[config.mk]
export PLATFORM = sky130hd
export DESIGN_NAME = hart_stage_sequencer
export DESIGN_NICKNAME = d
export VERILOG_FILES = /design/src/rtl/hart_stage_sequencer.sv
export SDC_FILE = /design/constraint.sdc
export NUM_CORES = 1
export LEC_CHECK = 0
export BUFFER_PORTS_ARGS = -buffer_cell sky130_fd_sc_hd__clkbuf_2
export CAP_MARGIN = 10
export CORE_MARGIN = 2
export CORE_UTILIZATION = 25
export DETAILED_ROUTE_END_ITERATION = 16
export GPL_ROUTABILITY_DRIVEN = 0
export PLACE_DENSITY_LB_ADDON = 0.1
export SLEW_MARGIN = 20
export SYNTH_ARGS = -nofsm -noshare
export SYNTH_HDL_FRONTEND = slang
export SYNTH_SLANG_ARGS = --single-unit
[constraint.sdc]
create_clock -name clk -period 3.6 [get_ports clk]
set_clock_uncertainty 0.2 [all_clocks]
set_input_delay 0.54 -clock clk [delete_from_list [all_inputs] [get_ports clk]]
set_output_delay 0.54 -clock clk [all_outputs]
set_load 0.01 [all_outputs]
[src/rtl/hart_stage_sequencer.sv]
// hart_stage_sequencer
// Multi-cycle control FSM for the hart. It enables one pipeline stage at a
// time (fetch, decode, load, writeback), advances on that stage's completion,
// owns the architectural PC and the retired-instruction counter, generates the
// register-file write strobe and multiplexes the single memory port.
// Halts on an illegal instruction, a misaligned jump target, a stage timeout
// or an external halt request sampled at commit.

module hart_stage_sequencer #(
    parameter int unsigned       XLEN           = 32,
    parameter logic [XLEN-1:0]   RESET_PC       = '0,
    parameter int unsigned       TIMEOUT_CYCLES = 255,
    parameter int unsigned       INSTRET_WIDTH  = 32
) (
    input  logic                     clk,
    input  logic                     rst_n,

    // Stage enables (one-hot or all zero)
    output logic                     fetch_enable_o,
    output logic                     decode_enable_o,
    output logic                     load_enable_o,
    output logic                     writeback_enable_o,

    // Stage completion flags
    input  logic                     fetch_complete_i,
    input  logic                     decode_complete_i,
    input  logic                     load_complete_i,
    input  logic                     writeback_complete_i,

    // Decode results, sampled in DECODE
    input  logic                     is_load_i,
    input  logic                     illegal_instr_i,

    // Writeback requests
    input  logic                     jump_enable_i,
    input  logic [XLEN-1:0]          jump_target_addr_i,
    input  logic                     rd_out_enable_i,
    input  logic [4:0]               rd_index_i,
    output logic                     rd_write_enable_o,

    // Per-stage memory requests
    input  logic                     fetch_mem_wenable_i,
    input  logic [XLEN-1:0]          fetch_mem_addr_i,
    input  logic [XLEN-1:0]          fetch_mem_wdata_i,
    input  logic [1:0]               fetch_mem_wwidth_i,
    input  logic                     load_mem_wenable_i,
    input  logic [XLEN-1:0]          load_mem_addr_i,
    input  logic [XLEN-1:0]          load_mem_wdata_i,
    input  logic [1:0]               load_mem_wwidth_i,
    input  logic                     writeback_mem_wenable_i,
    input  logic [XLEN-1:0]          writeback_mem_addr_i,
    input  logic [XLEN-1:0]          writeback_mem_wdata_i,
    input  logic [1:0]               writeback_mem_wwidth_i,

    // Memory port
    output logic                     mem_wenable_o,
    output logic [XLEN-1:0]          mem_addr_o,
    output logic [XLEN-1:0]          mem_wdata_o,
    output logic [1:0]               mem_wwidth_o,

    // Architectural state and status
    output logic [XLEN-1:0]          pc_o,
    output logic [INSTRET_WIDTH-1:0] instret_o,
    input  logic                     halt_request_i,
    output logic                     halted_o,
    output logic [1:0]               halt_cause_o
);

    localparam int unsigned TO_W = (TIMEOUT_CYCLES < 2) ? 1 : $clog2(TIMEOUT_CYCLES + 1);
    // Last counter value before the timeout fires: a stage gets exactly
    // TIMEOUT_CYCLES cycles of enable before the FSM gives up on it.
    localparam logic [TO_W-1:0] TO_LAST = TO_W'(TIMEOUT_CYCLES - 1);

    localparam logic [1:0] WWIDTH_BYTE = 2'd0;

    typedef enum logic [2:0] {
        S_IDLE,
        S_FETCH,
        S_DECODE,
        S_LOAD,
        S_WRITEBACK,
        S_HALT
    } state_e;

    typedef enum logic [1:0] {
        CAUSE_NONE      = 2'd0,
        CAUSE_ILLEGAL   = 2'd1,
        CAUSE_MISALIGN  = 2'd2,
        CAUSE_STOP      = 2'd3
    } cause_e;

    typedef struct packed {
        logic            wenable;
        logic [XLEN-1:0] addr;
        logic [XLEN-1:0] wdata;
        logic [1:0]      wwidth;
    } mem_ctrl_t;

    state_e                   state_q, state_d;
    logic [XLEN-1:0]          pc_q, pc_d;
    logic [INSTRET_WIDTH-1:0] instret_q, instret_d;
    cause_e                   cause_q, cause_d;
    logic [TO_W-1:0]          tcnt_q, tcnt_d;

    logic                     stage_active;
    logic                     stage_complete;
    logic                     misaligned;
    logic                     commit;
    mem_ctrl_t                mem_sel;

    // Completion flag of the currently enabled stage; all others are ignored.
    always_comb begin
        stage_active   = 1'b0;
        stage_complete = 1'b0;
        unique case (state_q)
            S_FETCH: begin
                stage_active   = 1'b1;
                stage_complete = fetch_complete_i;
            end
            S_DECODE: begin
                stage_active   = 1'b1;
                stage_complete = decode_complete_i;
            end
            S_LOAD: begin
                stage_active   = 1'b1;
                stage_complete = load_complete_i;
            end
            S_WRITEBACK: begin
                stage_active   = 1'b1;
                stage_complete = writeback_complete_i;
            end
            default: begin
                stage_active   = 1'b0;
                stage_complete = 1'b0;
            end
        endcase
    end

    // Commit qualification: a misaligned jump target traps instead of retiring.
    always_comb begin
        misaligned = jump_enable_i && (jump_target_addr_i[1:0] != 2'b00);
        commit     = (state_q == S_WRITEBACK) && writeback_complete_i && !misaligned;
    end

    // Next-state, PC, instret, halt cause and timeout counter.
    always_comb begin
        state_d   = state_q;
        pc_d      = pc_q;
        instret_d = instret_q;
        cause_d   = cause_q;
        tcnt_d    = tcnt_q;

        unique case (state_q)
            S_IDLE: begin
                state_d = S_FETCH;
            end
            S_FETCH: begin
                if (fetch_complete_i) begin
                    state_d = S_DECODE;
                end
            end
            S_DECODE: begin
                if (decode_complete_i) begin
                    if (illegal_instr_i) begin
                        state_d = S_HALT;
                        cause_d = CAUSE_ILLEGAL;
                    end else if (is_load_i) begin
                        state_d = S_LOAD;
                    end else begin
                        state_d = S_WRITEBACK;
                    end
                end
            end
            S_LOAD: begin
                if (load_complete_i) begin
                    state_d = S_WRITEBACK;
                end
            end
            S_WRITEBACK: begin
                if (writeback_complete_i) begin
                    if (misaligned) begin
                        state_d = S_HALT;
                        cause_d = CAUSE_MISALIGN;
                    end else begin
                        pc_d      = jump_enable_i ? jump_target_addr_i : pc_q + XLEN'(4);
                        instret_d = instret_q + INSTRET_WIDTH'(1);
                        if (halt_request_i) begin
                            state_d = S_HALT;
                            cause_d = CAUSE_STOP;
                        end else begin
                            state_d = S_FETCH;
                        end
                    end
                end
            end
            S_HALT: begin
                state_d = S_HALT;
            end
            default: begin
                state_d = S_HALT;
            end
        endcase

        // A completion in the final allowed cycle wins: the timeout is only
        // taken when the enabled stage's complete is still low.
        if (stage_active && !stage_complete) begin
            if (tcnt_q == TO_LAST) begin
                state_d = S_HALT;
                cause_d = CAUSE_STOP;
            end else begin
                tcnt_d = tcnt_q + TO_W'(1);
            end
        end

        if (state_d != state_q) begin
            tcnt_d = '0;
        end
    end

    // Architectural state registers with asynchronous reset.
    always_ff @(posedge clk or negedge rst_n) begin
        if (!rst_n) begin
            state_q   <= S_IDLE;
            pc_q      <= RESET_PC;
            instret_q <= '0;
            cause_q   <= CAUSE_NONE;
            tcnt_q    <= '0;
        end else begin
            state_q   <= state_d;
            pc_q      <= pc_d;
            instret_q <= instret_d;
            cause_q   <= cause_d;
            tcnt_q    <= tcnt_d;
        end
    end

    // Stage enables, write strobe and status decoded from the current state.
    always_comb begin
        fetch_enable_o     = (state_q == S_FETCH);
        decode_enable_o    = (state_q == S_DECODE);
        load_enable_o      = (state_q == S_LOAD);
        writeback_enable_o = (state_q == S_WRITEBACK);
        rd_write_enable_o  = commit && rd_out_enable_i && (rd_index_i != 5'd0);
        halted_o           = (state_q == S_HALT);
        halt_cause_o       = cause_q;
        pc_o               = pc_q;
        instret_o          = instret_q;
    end

    // Memory port mux; writes are only allowed to escape from WRITEBACK.
    always_comb begin
        mem_sel = '{wenable: 1'b0, addr: '0, wdata: '0, wwidth: WWIDTH_BYTE};
        unique case (state_q)
            S_FETCH: mem_sel = '{wenable: fetch_mem_wenable_i, addr: fetch_mem_addr_i,
                                 wdata: fetch_mem_wdata_i, wwidth: fetch_mem_wwidth_i};
            S_LOAD: mem_sel = '{wenable: load_mem_wenable_i, addr: load_mem_addr_i,
                                wdata: load_mem_wdata_i, wwidth: load_mem_wwidth_i};
            S_WRITEBACK: mem_sel = '{wenable: writeback_mem_wenable_i, addr: writeback_mem_addr_i,
                                     wdata: writeback_mem_wdata_i, wwidth: writeback_mem_wwidth_i};
            default: mem_sel = '{wenable: 1'b0, addr: '0, wdata: '0, wwidth: WWIDTH_BYTE};
        endcase

        mem_wenable_o = mem_sel.wenable && (state_q == S_WRITEBACK);
        mem_addr_o    = mem_sel.addr;
        mem_wdata_o   = mem_sel.wdata;
        mem_wwidth_o  = mem_sel.wwidth;
    end

endmodule

==> results of run 1 <==
==> worst max-delay path: stages (launching register included) <==
cell and delay [ns]:
sky130_fd_sc_hd__dfrtp_1 0.66, sky130_fd_sc_hd__nand2_2 0.40, sky130_fd_sc_hd__buf_4 0.37, sky130_fd_sc_hd__o21ai_0 0.36, sky130_fd_sc_hd__clkbuf_2 0.21
==> metrics by stage <==
| stage | utilization [%] | hold slack (ns) |
|---|---|---|
| final | 37.5 | 0.105 |
| after floorplan | - | 0.0444 |
| after CTS | 37.5 | 0.184 |
| after global placement | 35.9 | 0.261 |
| after global routing | 37.5 | 0.221 |
| after detailed placement | 35.9 | 0.272 |
==> Yosys cell counts, drive strengths merged, types with 3 or more instances <==
cell	n	area share, %
ha	4	0.89
nand3	29	2.6
o211ai	4	0.54
inv	5	0.33
o21ai	97	8.7
clkbuf	30	2.0
xnor2	30	4.7
or2	4	0.45
dfrtp	77	34
nor4b	4	0.62
a21oi	20	1.8
buf	11	0.94
nand4	17	1.9
nand2b	3	0.33
and4	5	0.78
o22ai	3	0.33
a211oi	4	0.54
xor2	9	1.4
a221o	3	0.54
nor2b	4	0.45
and2	6	0.67
nor4	6	1.2
and3	21	2.3
mux2i	83	15
nor3	16	1.4
nand2	111	7.4
a22oi	11	1.5
nor2	40	2.7
==> per-layer routing <==
| layer | vias up | share of wire, % | GRT usage, % |
|---|---|---|---|
| met5 | - | 0.049 | 0 |
| met4 | 2 | 2.7 | 6.73 |
| met3 | 34 | 7.0 | 5.55 |
| met2 | 222 | 49 | 34.6 |
| met1 | 3003 | 41 | 24.5 |
| li1 | 3205 | - | - |
==> layout make-up <==
type | count | area, um2 | share of cell area [%]
Multi-Input combinational cell | 559 | 3510 | 42.8
Timing Repair Buffer | 398 | 2050 | 25.0
Sequential cell | 77 | 1930 | 23.5
Tap cell | 280 | 350 | 4.26
Clock buffer | 9 | 225 | 2.74
Clock inverter | 7 | 121 | 1.48
Inverter | 5 | 18.8 | 0.228
Antenna cell | 2 | 5.00 | 0.0609
==> power by group through the flow <==
stage	registers [mW]	clock network (mW)	logic, mW
2_1_floorplan	1.12	0	1.26
3_3_place_gp	1.17	0	2.22
3_5_place_dp	1.17	0	2.22
4_1_cts	1.15	1.10	2.22
5_1_grt	1.18	1.14	2.39
6_report	1.15	1.07	2.19
==> final timing paths <==
check | endpoint | slack, ns | startpoint
max | mem_wdata_o[7] | 0.51 | state_q[0]
min | instret_o[24] | 0.10 | rst_n
max reg2reg | instret_o[26] | 0.98 | state_q[1]
min reg2reg | instret_o[31] | 0.27 | instret_o[31]
max in group asynchronous | state_q[1] | 2.36 | rst_n
min in group clk | pc_o[31] | 0.22 | jump_target_addr_i[31]
==> state kept, by name, indices dropped and copies added, names as in the netlist <==
register,flops
tcnt_q,8
instret_o,32
pc_o,32
state_q,3
halt_cause_o,2
==> kinds of logic after synthesis <==
group                      share of synthesized area [%]
DFF                                                 34.4
xor gates and xnor gates                            6.09
AOI/OAI and AO/OA                                   16.0
buffers and inverters                               3.28
adders and majority gates                          0.892
and+or+nand+nor                                     24.4
muxes                                               15.0
==> results by stage, run 1 <==
Power and ir drop:
- The completed layout was analyzed and its total power is 4.41 mW.
- The switching share of total power is between 40% and 50%.
- The analysis attributes to net switching a power of about 1.9 mW.
- The clock power share is 24.3%.
- In this run the static leakage power is 4.12 nW.
- IR analysis of the VDD net gives a maximum drop of 224 uV.
- The share of total power dissipated in sequential elements is 26.1%.
- The combinational share of power is around 50%.
- The power density over the cells is 537 mW/mm2.
- The internal portion of the total power is 2.54 mW.

Layout:
- The layout overhead on the synthesized area is 46.5%.
- Leaving out fill and tap cells, the most frequent cell in the layout is sky130_fd_sc_hd__clkbuf_2.
- The proportion of layout cells with a drive suffix above 1 is about two fifths.
- The fill cell instance count of the final layout is approximately 2400.
- The count of placed standard cells in the final layout, fillers left out is ~1300.
- In the layout the commonest cells are sky130_fd_sc_hd__clkbuf_2 (384), sky130_fd_sc_hd__nand2_1 (110), sky130_fd_sc_hd__o21ai_0 (96), sky130_fd_sc_hd__mux2i_1 (83), sky130_fd_sc_hd__dfrtp_1 (76).
- The total number of nets in the final design is around 1300.
- The finished cells cover between 0.008 and 0.009 mm2.

Critical path:
- STA classifies the critical path endpoint as a primary output.
- The endpoint required time on the critical path is between 2 and 3 ns.
- By startpoint and endpoint, the worst setup path is classified as register to primary output.
- The worst register-to-register path has a depth of 5.
- Along the worst path, the maximum fanout reaches 33.
- STA classifies the critical path startpoint as a register.
- At the worst endpoint, the arrival time is about 2.4 ns.

Yosys:
- The post-synthesis cell area is between 0.005 and 0.006 mm2.
- The proportion of synthesized flip-flops having asynchronous set or reset is 100%.
- The proportion of synthesized chip area in sequential cells is 34.4%.
- The count of distinct cell types in the synthesized netlist is 52.
- The top flip-flop cell by instance count after synthesis is sky130_fd_sc_hd__dfrtp_1.
- The Yosys step of the flow raised 0 warnings.
- The number of nets handed over by synthesis was roughly 940.
- Yosys mapped a number of flops with a built-in enable equal to 0.
- The number of standard cells after synthesis is around 700.
- Dividing the synthesized area by the synthesized cell count gives roughly 8 um2.
- In this run, synthesis produced a sequential element count of 77.

Clock tree:
- In this run, CTS created clock tree buffers numbering 9.
- The maximum clock path buffer count is 2.
- The number of hold buffers added after CTS is 0.
- The cell chosen for the clock root is sky130_fd_sc_hd__clkbuf_16.
- The latest clock arrival within the worst-skew pair is approximately 0.35 ns.
- The H-tree was split into 3 levels.
- After clock tree synthesis, the clock-pin slew on the worst setup and hold paths is ~0.070 ns.
- Post-CTS timing repair inserted 0 buffers for setup.
- The number of instances resized during post-cts repair is 0.
- TritonCTS built the clock tree.
- CTS saw 77 sinks.

Placed design:
- The count of placed standard cells including taps is 1319.
- Buffers placed on the I/O ports in this run total about 390.
- The sum of net half-perimeters after detailed placement is 19.7 mm.
- After detailed placement, the total cell area comes to 0.00786 mm2.
- The minimum setup slack after placement is about 0.94 ns.

Timing:
- In this run the tightest slew margin relative to its limit is 36.2%.
- The total negative slack for setup checks is 0 ns.
- The final setup violation count is 0.
- Derived from the worst setup path, the maximum achievable clock frequency is 323 MHz.
- At the pin with the least slew margin, the transition time is 0.957 ns.
- The count of final max-slew check failures is 0.
- Setup repair after global routing left no endpoint under its margin.
- The clock period could shrink to 3.09 ns.
- In the post-route analysis, the smallest setup slack over all paths is between 0.5 and 0.6 ns.
- The post-route clock period utilization is between 80% and 90%.
- The final hold violation count came to 0.

Global routing:
- For this run the aggregate overflow at the end of global routing stands at 0.
- The first-pass GRT wire length is approximately 37 mm.
- Entering global routing, the biggest net connects 72 pins.
- The number of antenna violations at the first check in global routing is 3.
- The via count of the first global-routing pass is about 6300.
- The overall fraction of global-route tracks in use is approximately a fifth.

Routing:
- For this block, the routed nets add up to between 20 and 25 mm of wire.
- The detail route stage leaves a number of antenna-violating nets equal to 0.
- The DRC violation count after routing is 0.
- The number of search-and-repair iterations in the first detailed-routing pass is 4.
- In this run, the number of DRC markers left after iteration 0 of detailed routing was approximately 230.
- Dividing the detail-routed via count by the number of cells gives a little under 5.
- In the final routed layout, each cell accounts on average for ~18 um.
- Across all layers, the routed design uses between 6000 and 7000 vias.

Die:
- The placement row count is 54.
- In this run the standard cell core region covers ~0.022 mm2.
- The area of the die is between 0.02 and 0.025 mm2.
- The y dimension of the die is approximately 150 um.
- The die outline width is 154 um.
- The starting density of the core is 25.6%.
- The number of I/O pins is between 300 and 400.

Outcome:
- The flow ran to the end, and the final reports show no timing, DRC or antenna violations.

Job:
- The tool flagged a number of max-cap violations equal to 0.

Hold path:
- The kind of path behind the tightest hold check is primary input to asynchronous set/reset pin.
(Power assumes the default switching activity.)
==> run 2, diff against run 1 <==
--- a/config.mk
+++ b/config.mk
@@ -6,7 +6,7 @@
 export NUM_CORES = 1
 export LEC_CHECK = 0
 export BUFFER_PORTS_ARGS = -buffer_cell sky130_fd_sc_hd__clkbuf_2
-export CAP_MARGIN = 10
+export CAP_MARGIN = 40
 export CORE_MARGIN = 2
 export CORE_UTILIZATION = 25
 export DETAILED_ROUTE_END_ITERATION = 16
==> constraint.sdc (replaced) <==
create_clock -name clk -period 2.6 [get_ports clk]
set_clock_uncertainty 0.2 [all_clocks]
set_input_delay 0.39 -clock clk [delete_from_list [all_inputs] [get_ports clk]]
set_output_delay 0.39 -clock clk [all_outputs]
set_load 0.01 [all_outputs]
==> run 2 against run 1 <==
Against the previous run:
- first-iteration DRC count rose by 32%
- count of clock-buffer cells in the layout did not move
- critical path depth rose by 3
- utilization increased by 2.2 points
- sequential power is 32% higher
- critical path type unchanged
- largest power group unchanged
==> results by stage, run 2 (synthesized netlist as in run 1, its figures left out) <==
Power and ir drop:
- The leakage power summed over all cells came to 4.39 nW (+6.6%).
- The power density over the cells is 734 mW/mm2 (+37%).
- The total design power was 6.39 mW (+45%).
- The maximum ir drop on the vdd rail is 300 uV (+34%).

Critical path:
- The critical path goes through buf_16 -> nor3_4 -> buf_4 -> bufbuf_16 -> nand2_1 -> o21ai_1 -> buf_2.
- The reg-to-reg endpoint is instret_o[31].
- The worst flop-to-flop path startpoint is state_q[1].
- The maximum fanout along the worst path is 12 (-64%).
- The endpoint required time on the critical path was 2.01 ns (-0.85 ns).
- The critical path's slowest cell is sky130_fd_sc_hd__dfrtp_4.
- The arrival time at the worst endpoint is 1.96 ns (-0.39 ns).
- The buffers plus inverters on the worst setup path is 4 (+2).
- Among cell families on the critical path, the largest total delay comes from buffers and inverters.
- The start-to-end type of the worst setup path is register to primary output.
- The maximum cell stage delay along the critical path is 0.51 ns (-0.15 ns).
- The category of the worst setup path capture point is a primary output.
- The worst setup path is launched from a register.
- The worst reg-to-reg setup slack came to 0.16 ns (-0.82 ns).
- The length in cells of the worst reg-to-reg path is 5 (unchanged).

Global routing:
- The overall fraction of global-route tracks in use was 21.3% (+1.1 points).
- The maximum number of pins on one net before global-route repair is 39 (-46%).
- The leftover overflow at the end of global routing is 0 (unchanged).
- The first-pass GRT wire length is 39.1 mm (+5.6%).
- The number of antenna violations at the first check in global routing is 2 (-1).
- The via count of the first global-routing pass is 6529 (+4.1%).

Placed design:
- The port buffer count came to 385 (unchanged).
- The count of placed standard cells including taps is 1347 (+2.1%).
- The total cell area at the placement stage came to 0.00809 mm2 (+2.8%).
- The sum of net half-perimeters after detailed placement is 20.3 mm (+3.1%).
- The minimum setup slack after placement is 0.0951 ns (-0.848 ns).

Die:
- The core area is 0.0219 mm2 (unchanged).
- The y dimension of the die is 154 um (unchanged).
- The number of I/O pins was 388 (unchanged).
- The area of the die came to 0.0237 mm2 (unchanged).
- The die outline width came to 154 um (unchanged).
- The starting density of the core is 25.6% (unchanged).
- The placement row count was 54 (unchanged).

Hold path:
- The worst hold path belongs to the class primary input to register.
- The launch point of the worst hold path is jump_target_addr_i[15].
- The cell count of the worst hold path is 2.
- For hold timing, the worst endpoint is pc_o[15].

Layout:
- The top cell types in the final layout, fill and taps aside, are sky130_fd_sc_hd__clkbuf_2 (372), sky130_fd_sc_hd__nand2_1 (109), sky130_fd_sc_hd__o21ai_0 (86), sky130_fd_sc_hd__mux2i_1 (82), sky130_fd_sc_hd__dfrtp_1 (76).
- From synthesis to final layout, the design area changed by 55.2%.
- The most common cell after layout, fill and taps aside is sky130_fd_sc_hd__clkbuf_2.
- The proportion of layout cells with a drive suffix above 1 came to 43.5% (+3.0 points).
- The count of placed standard cells in the final layout, fillers left out came to 1385 (+3.6%).
- The share of the core filled with cells came to 39.8% (+2.2 points).
- The fill cell instance count of the final layout came to 2375 (-1.1%).
- The area of all placed cells without fillers is 0.00870 mm2 (+6.0%).
- The total number of nets in the final design is 1351 (+3.7%).

Clock tree:
- The clock tree from TritonCTS is done.
- The maximum clock path buffer count came to 2 (unchanged).
- The clock-pin transition on the worst setup and hold timing paths is 0.07 ns (about the same).
- Clock tree synthesis selected as its root buffer the cell sky130_fd_sc_hd__clkbuf_16.
- The TritonCTS buffer count is 9 (unchanged).
- The depth of the CTS H-tree came to 3 (unchanged).
- The latest clock arrival within the worst-skew pair is 0.34 ns (about the same).
- The TritonCTS sink count is 77 (unchanged).

Routing:
- The total wire length after detailed routing came to 26.0 mm (+6.4%).
- The number of vias per cell after detailed routing was 4.74 (-2.1%).
- The average routed wire per standard cell came to 18.8 um (+2.7%).
- The initial detailed-routing violation count is 296 (+32%).
- The number of vias after detailed routing came to 6560 (+1.5%).
- The DRC violation count after routing was 0 (unchanged).
- The count of antenna-violating nets left after detailed routing was 0 (unchanged).
- The number of search-and-repair iterations in the first detailed-routing pass is 6 (+2).

Timing:
- Setup repair after global routing could not meet its margin everywhere.
- The highest clock rate is a little under 400 MHz.
- The count of final max-slew check failures is 0 (unchanged).
- Dividing the final minimum period by the clock period gives between 90 and 100%.
- The worst slack on hold paths was 0.0787 ns (-0.0261 ns).
- The time the final worst path needs with I/O delays and setup is about 2.6 ns.
- The slew of the pin with the lowest slew margin is 0.467 ns (-0.490 ns).
- The final hold violation count is 0 (unchanged).
- The total negative slack for setup checks came to 0 ns (unchanged).
- The setup slack of the critical path after layout is 0.0470 ns (-0.460 ns).
- The final setup violation count is 0 (unchanged).
- The normalized max-slew margin is 68.9% (+33 points).

Outcome:
- The run finished with clean final reports.

Job:
- The number of max-cap violations is 0 (unchanged).
## run 2: worst max path at each step
| stage | start | endpoint | slack [ns] | cells after the start |
|---|---|---|---|---|
| 3_5_place_dp | state_q[1] | instret_o[26] | 0.1 | 5 |
| 2_1_floorplan | state_q[1] | instret_o[26] | 0.23 | 7 |
| 6_report | state_q[1] | mem_wdata_o[17] | 0.05 | 7 |
| 3_3_place_gp | state_q[1] | instret_o[26] | 0.11 | 5 |
| 5_1_grt | state_q[1] | mem_wdata_o[18] | -0.008 | 7 |
| 4_1_cts | state_q[1] | mem_wdata_o[17] | 0.02 | 7 |
## run 2: repair_timing
| action | CTS | global route |
|---|---|---|
| gates cloned | 4 | 1 |
| gates resized for setup | 11 | 25 |
| pin swaps | 1 | 2 |
| hold buffers | 1 | 0 |
| hold endpoints to repair | 32 | 0 |
| setup endpoints to repair | 27 | 62 |
| buffers inserted | 5 | 9 |
## run 2: power breakdown
part | internal (mW) | total, mW | switching [mW]
Sequential | 1.34 | 1.52 | 0.187
Clock | 0.659 | 1.21 | 0.554
Combinational | 1.63 | 3.65 | 2.02
Total | 3.63 | 6.39 | 2.76
## run 2: layout make-up
type	count	area (um2)	area share, %
inverters	5	18.8	0.216
diodes	2	5.00	0.0575
well taps	280	350	4.02
repair buffers	446	2580	29.6
clock buffers	9	225	2.59
flip-flops and latches	77	1930	22.2
multi-input cells	559	3540	40.6
clock inverters	7	57.6	0.661
## run 2: layer usage
| metal | wire, um | vias up | track usage (%) |
|---|---|---|---|
| li1 | - | 3299 | - |
| met1 | 11000 | 3007 | 26.9 |
| met2 | 13000 | 229 | 36.8 |
| met3 | 1610 | 25 | 4.96 |
| met4 | 483 | 0 | 5.42 |
| met5 | 0 | - | 0 |
==> run 3, diff against run 2 <==
--- a/config.mk
+++ b/config.mk
@@ -12,6 +12,7 @@
 export DETAILED_ROUTE_END_ITERATION = 16
 export GPL_ROUTABILITY_DRIVEN = 0
 export PLACE_DENSITY_LB_ADDON = 0.1
+export SETUP_SLACK_MARGIN = 0.2
 export SLEW_MARGIN = 20
 export SYNTH_ARGS = -nofsm -noshare
 export SYNTH_HDL_FRONTEND = slang
==> run 3 against run 2 <==
Against the previous run:
- count of clock-buffer cells in the layout did not move
- flip-flop and latch count did not move
- via count rose by 3.7%
- sequential power barely moved
- non-clock buffer count rose by 20
- register-to-register slack barely moved
- cell count rose by 1.4%
- wire length rose by 6.1%
- clock power barely moved
- fmax rose by 2.0%
- utilization rose by 4.0 points
- largest cell class unchanged
==> results by stage, run 3 (synthesized netlist as in run 1, its figures left out) <==
Critical path:
- The kind of start point of the critical path is a register.
- The maximum fanout along the worst path is 7 (-5).
- The critical path in this run is classified as register to primary output.
- The arrival time at the worst endpoint came to 1.91 ns (-0.05 ns).
- The category of the worst setup path capture point is a primary output.
- The endpoint required time on the critical path is 2.01 ns (about the same).

Power and ir drop:
- The power density over the cells is 767 mW/mm2 (+4.6%).
- The leakage power summed over all cells is 4.85 nW (+10%).
- The maximum ir drop on the vdd rail is 442 uV (+47%).
- The total design power is 7.35 mW (+15%).

Layout:
- The area used by multi-input combinational logic came to 0.00403 mm2 (+14%).
- The flip-flop and latch area was 0.00193 mm2 (unchanged).
- The most common cell after layout, fill and taps aside is sky130_fd_sc_hd__clkbuf_2.
- The total number of nets in the final design was 1371 (+1.5%).
- Compared with the post-synthesis result, the final layout area differs by 70.7%.
- The top cell types in the final layout, fill and taps aside, are sky130_fd_sc_hd__clkbuf_2 (318), sky130_fd_sc_hd__mux2i_1 (77), sky130_fd_sc_hd__dfrtp_1 (76), sky130_fd_sc_hd__buf_2 (58), sky130_fd_sc_hd__nand2_1 (54).
- The proportion of layout cells with a drive suffix above 1 was 53.3% (+9.7 points).
- The fill cell instance count of the final layout is 2298 (-3.2%).

Timing:
- Setup repair after global routing could not meet its margin everywhere.
- The normalized max-slew margin is 69.7% (+0.83 points).
- The highest clock rate is 399 MHz (+2.0%).
- The count of final max-slew check failures is 0 (unchanged).
- The post-route clock period utilization came to 96.3% (-1.9 points).
- The total negative slack for setup checks is 0 ns (unchanged).
- The slew of the pin with the lowest slew margin came to 0.454 ns (-0.0125 ns).
- The setup slack of the critical path after layout is 0.0962 ns (+0.0492 ns).
- The time the final worst path needs with I/O delays and setup is 2.50 ns (-0.0492 ns).
- The final setup violation count is 0 (unchanged).
- The final hold violation count is 0 (unchanged).

Clock tree:
- The maximum clock path buffer count is 2 (unchanged).
- The depth of the CTS H-tree was 3 (unchanged).
- The cell chosen for the clock root is sky130_fd_sc_hd__clkbuf_16.
- The clock tree from TritonCTS is done.
- The TritonCTS sink count was 77 (unchanged).
- The latest clock arrival within the worst-skew pair is 0.34 ns (about the same).
- The clock-pin transition on the worst setup and hold timing paths is 0.07 ns (about the same).
- The TritonCTS buffer count is 9 (unchanged).

Routing:
- The DRC violation count after routing is 0 (unchanged).
- The average routed wire per standard cell was 19.7 um (+4.6%).
- The initial detailed-routing violation count is 255 (-14%).
- The total wire length after detailed routing is 27.6 mm (+6.1%).
- The number of search-and-repair iterations in the first detailed-routing pass is 4 (-2).
- The number of vias after detailed routing is 6802 (+3.7%).
- The count of antenna-violating nets left after detailed routing was 0 (unchanged).
- The number of vias per cell after detailed routing came to 4.84 (+2.2%).

Global routing:
- The number of antenna violations at the first check in global routing was 2 (unchanged).
- The overall fraction of global-route tracks in use came to 22.5% (+1.1 points).
- The maximum number of pins on one net before global-route repair came to 39 (unchanged).
- The leftover overflow at the end of global routing was 0 (unchanged).
- The first-pass GRT wire length came to 40.8 mm (+4.3%).
- The via count of the first global-routing pass was 6752 (+3.4%).

Die:
- The y dimension of the die is 154 um (unchanged).
- The number of I/O pins is 388 (unchanged).
- The area of the die is 0.0237 mm2 (unchanged).
- The starting density of the core is 25.6% (unchanged).
- The die outline width came to 154 um (unchanged).
- The placement row count is 54 (unchanged).
- The core area is 0.0219 mm2 (unchanged).

Hold path:
- The path class of the tightest hold or removal check is primary input to register.

Job:
- The number of max-cap violations came to 0 (unchanged).

Placed design:
- The minimum setup slack after placement is 0.0951 ns (unchanged).
- The port buffer count came to 385 (unchanged).
- The sum of net half-perimeters after detailed placement was 20.3 mm (unchanged).

Outcome:
- The run finished with clean final reports.
-- run 3: worst paths after layout --
| check | from | to | slack [ns] | cells after the start |
|---|---|---|---|---|
| max reg2reg | state_q[1] | tcnt_q[4] | 0.17 | 10 |
| max | state_q[1] | mem_wdata_o[28] | 0.1 | 8 |
| min in group asynchronous | rst_n | instret_o[25] | 0.34 | 2 |
| max in group asynchronous | rst_n | pc_o[31] | 1.28 | 3 |
| min | jump_target_addr_i[15] | pc_o[15] | 0.08 | 2 |
| min reg2reg | instret_o[31] | instret_o[31] | 0.27 | 1 |
-- run 3: what timing repair did --
item / 4_1_cts / 5_1_grt
hold buffers: 1 / 0
setup endpoints to repair: 88 / 89
gates cloned: 10 / 2
gates resized for setup: 133 / 171
pin swaps: 43 / 33
endpoints found under the hold margin: 32 / 0
setup buffers: 14 / 13
-- run 3: per-layer routing --
metal,vias to the layer above,GRT usage [%],wire [um]
met5,-,0,0
met4,0,5.72,504
met3,27,5.02,1730
met2,233,39.4,14200
met1,3203,27.9,11200
li1,3339,-,-
-- run 3: cell type report --
cell class	count	area share, %
Antenna cell	2	0.0523
Clock buffer	9	2.35
Clock inverter	7	0.601
Inverter	5	0.235
Multi-Input combinational cell	559	42.1
Sequential cell	77	20.2
Tap cell	280	3.66
Timing Repair Buffer	466	30.9
-- run 3: stage by stage --
step / utilization, % / std cells / hold WS, ns / area (um2)
after floorplan: - / 682 / -0.106 / 5610
after global placement: 36.9 / 1347 / 0.182 / 8090
after detailed placement: 36.9 / 1347 / 0.180 / 8090
after CTS: 41.4 / 1388 / 0.0672 / 9070
after global routing: 43.7 / 1405 / 0.0695 / 9580
final: 43.7 / 1405 / 0.0804 / 9580
-- run 3: where the power goes --
group	switching [mW]	internal, mW
Sequential	0.188	1.34
Combinational	2.43	2.18
Clock	0.553	0.659
-- run 3: worst max-delay path: stages, from the launching register on --
cell                      delay (ns)
sky130_fd_sc_hd__dfrtp_4        0.52
sky130_fd_sc_hd__buf_16         0.15
sky130_fd_sc_hd__nor3_4         0.20
sky130_fd_sc_hd__buf_6          0.14
sky130_fd_sc_hd__buf_12         0.14
sky130_fd_sc_hd__buf_8          0.13
sky130_fd_sc_hd__nand2_1        0.05
sky130_fd_sc_hd__o21ai_1        0.08
sky130_fd_sc_hd__buf_2          0.15
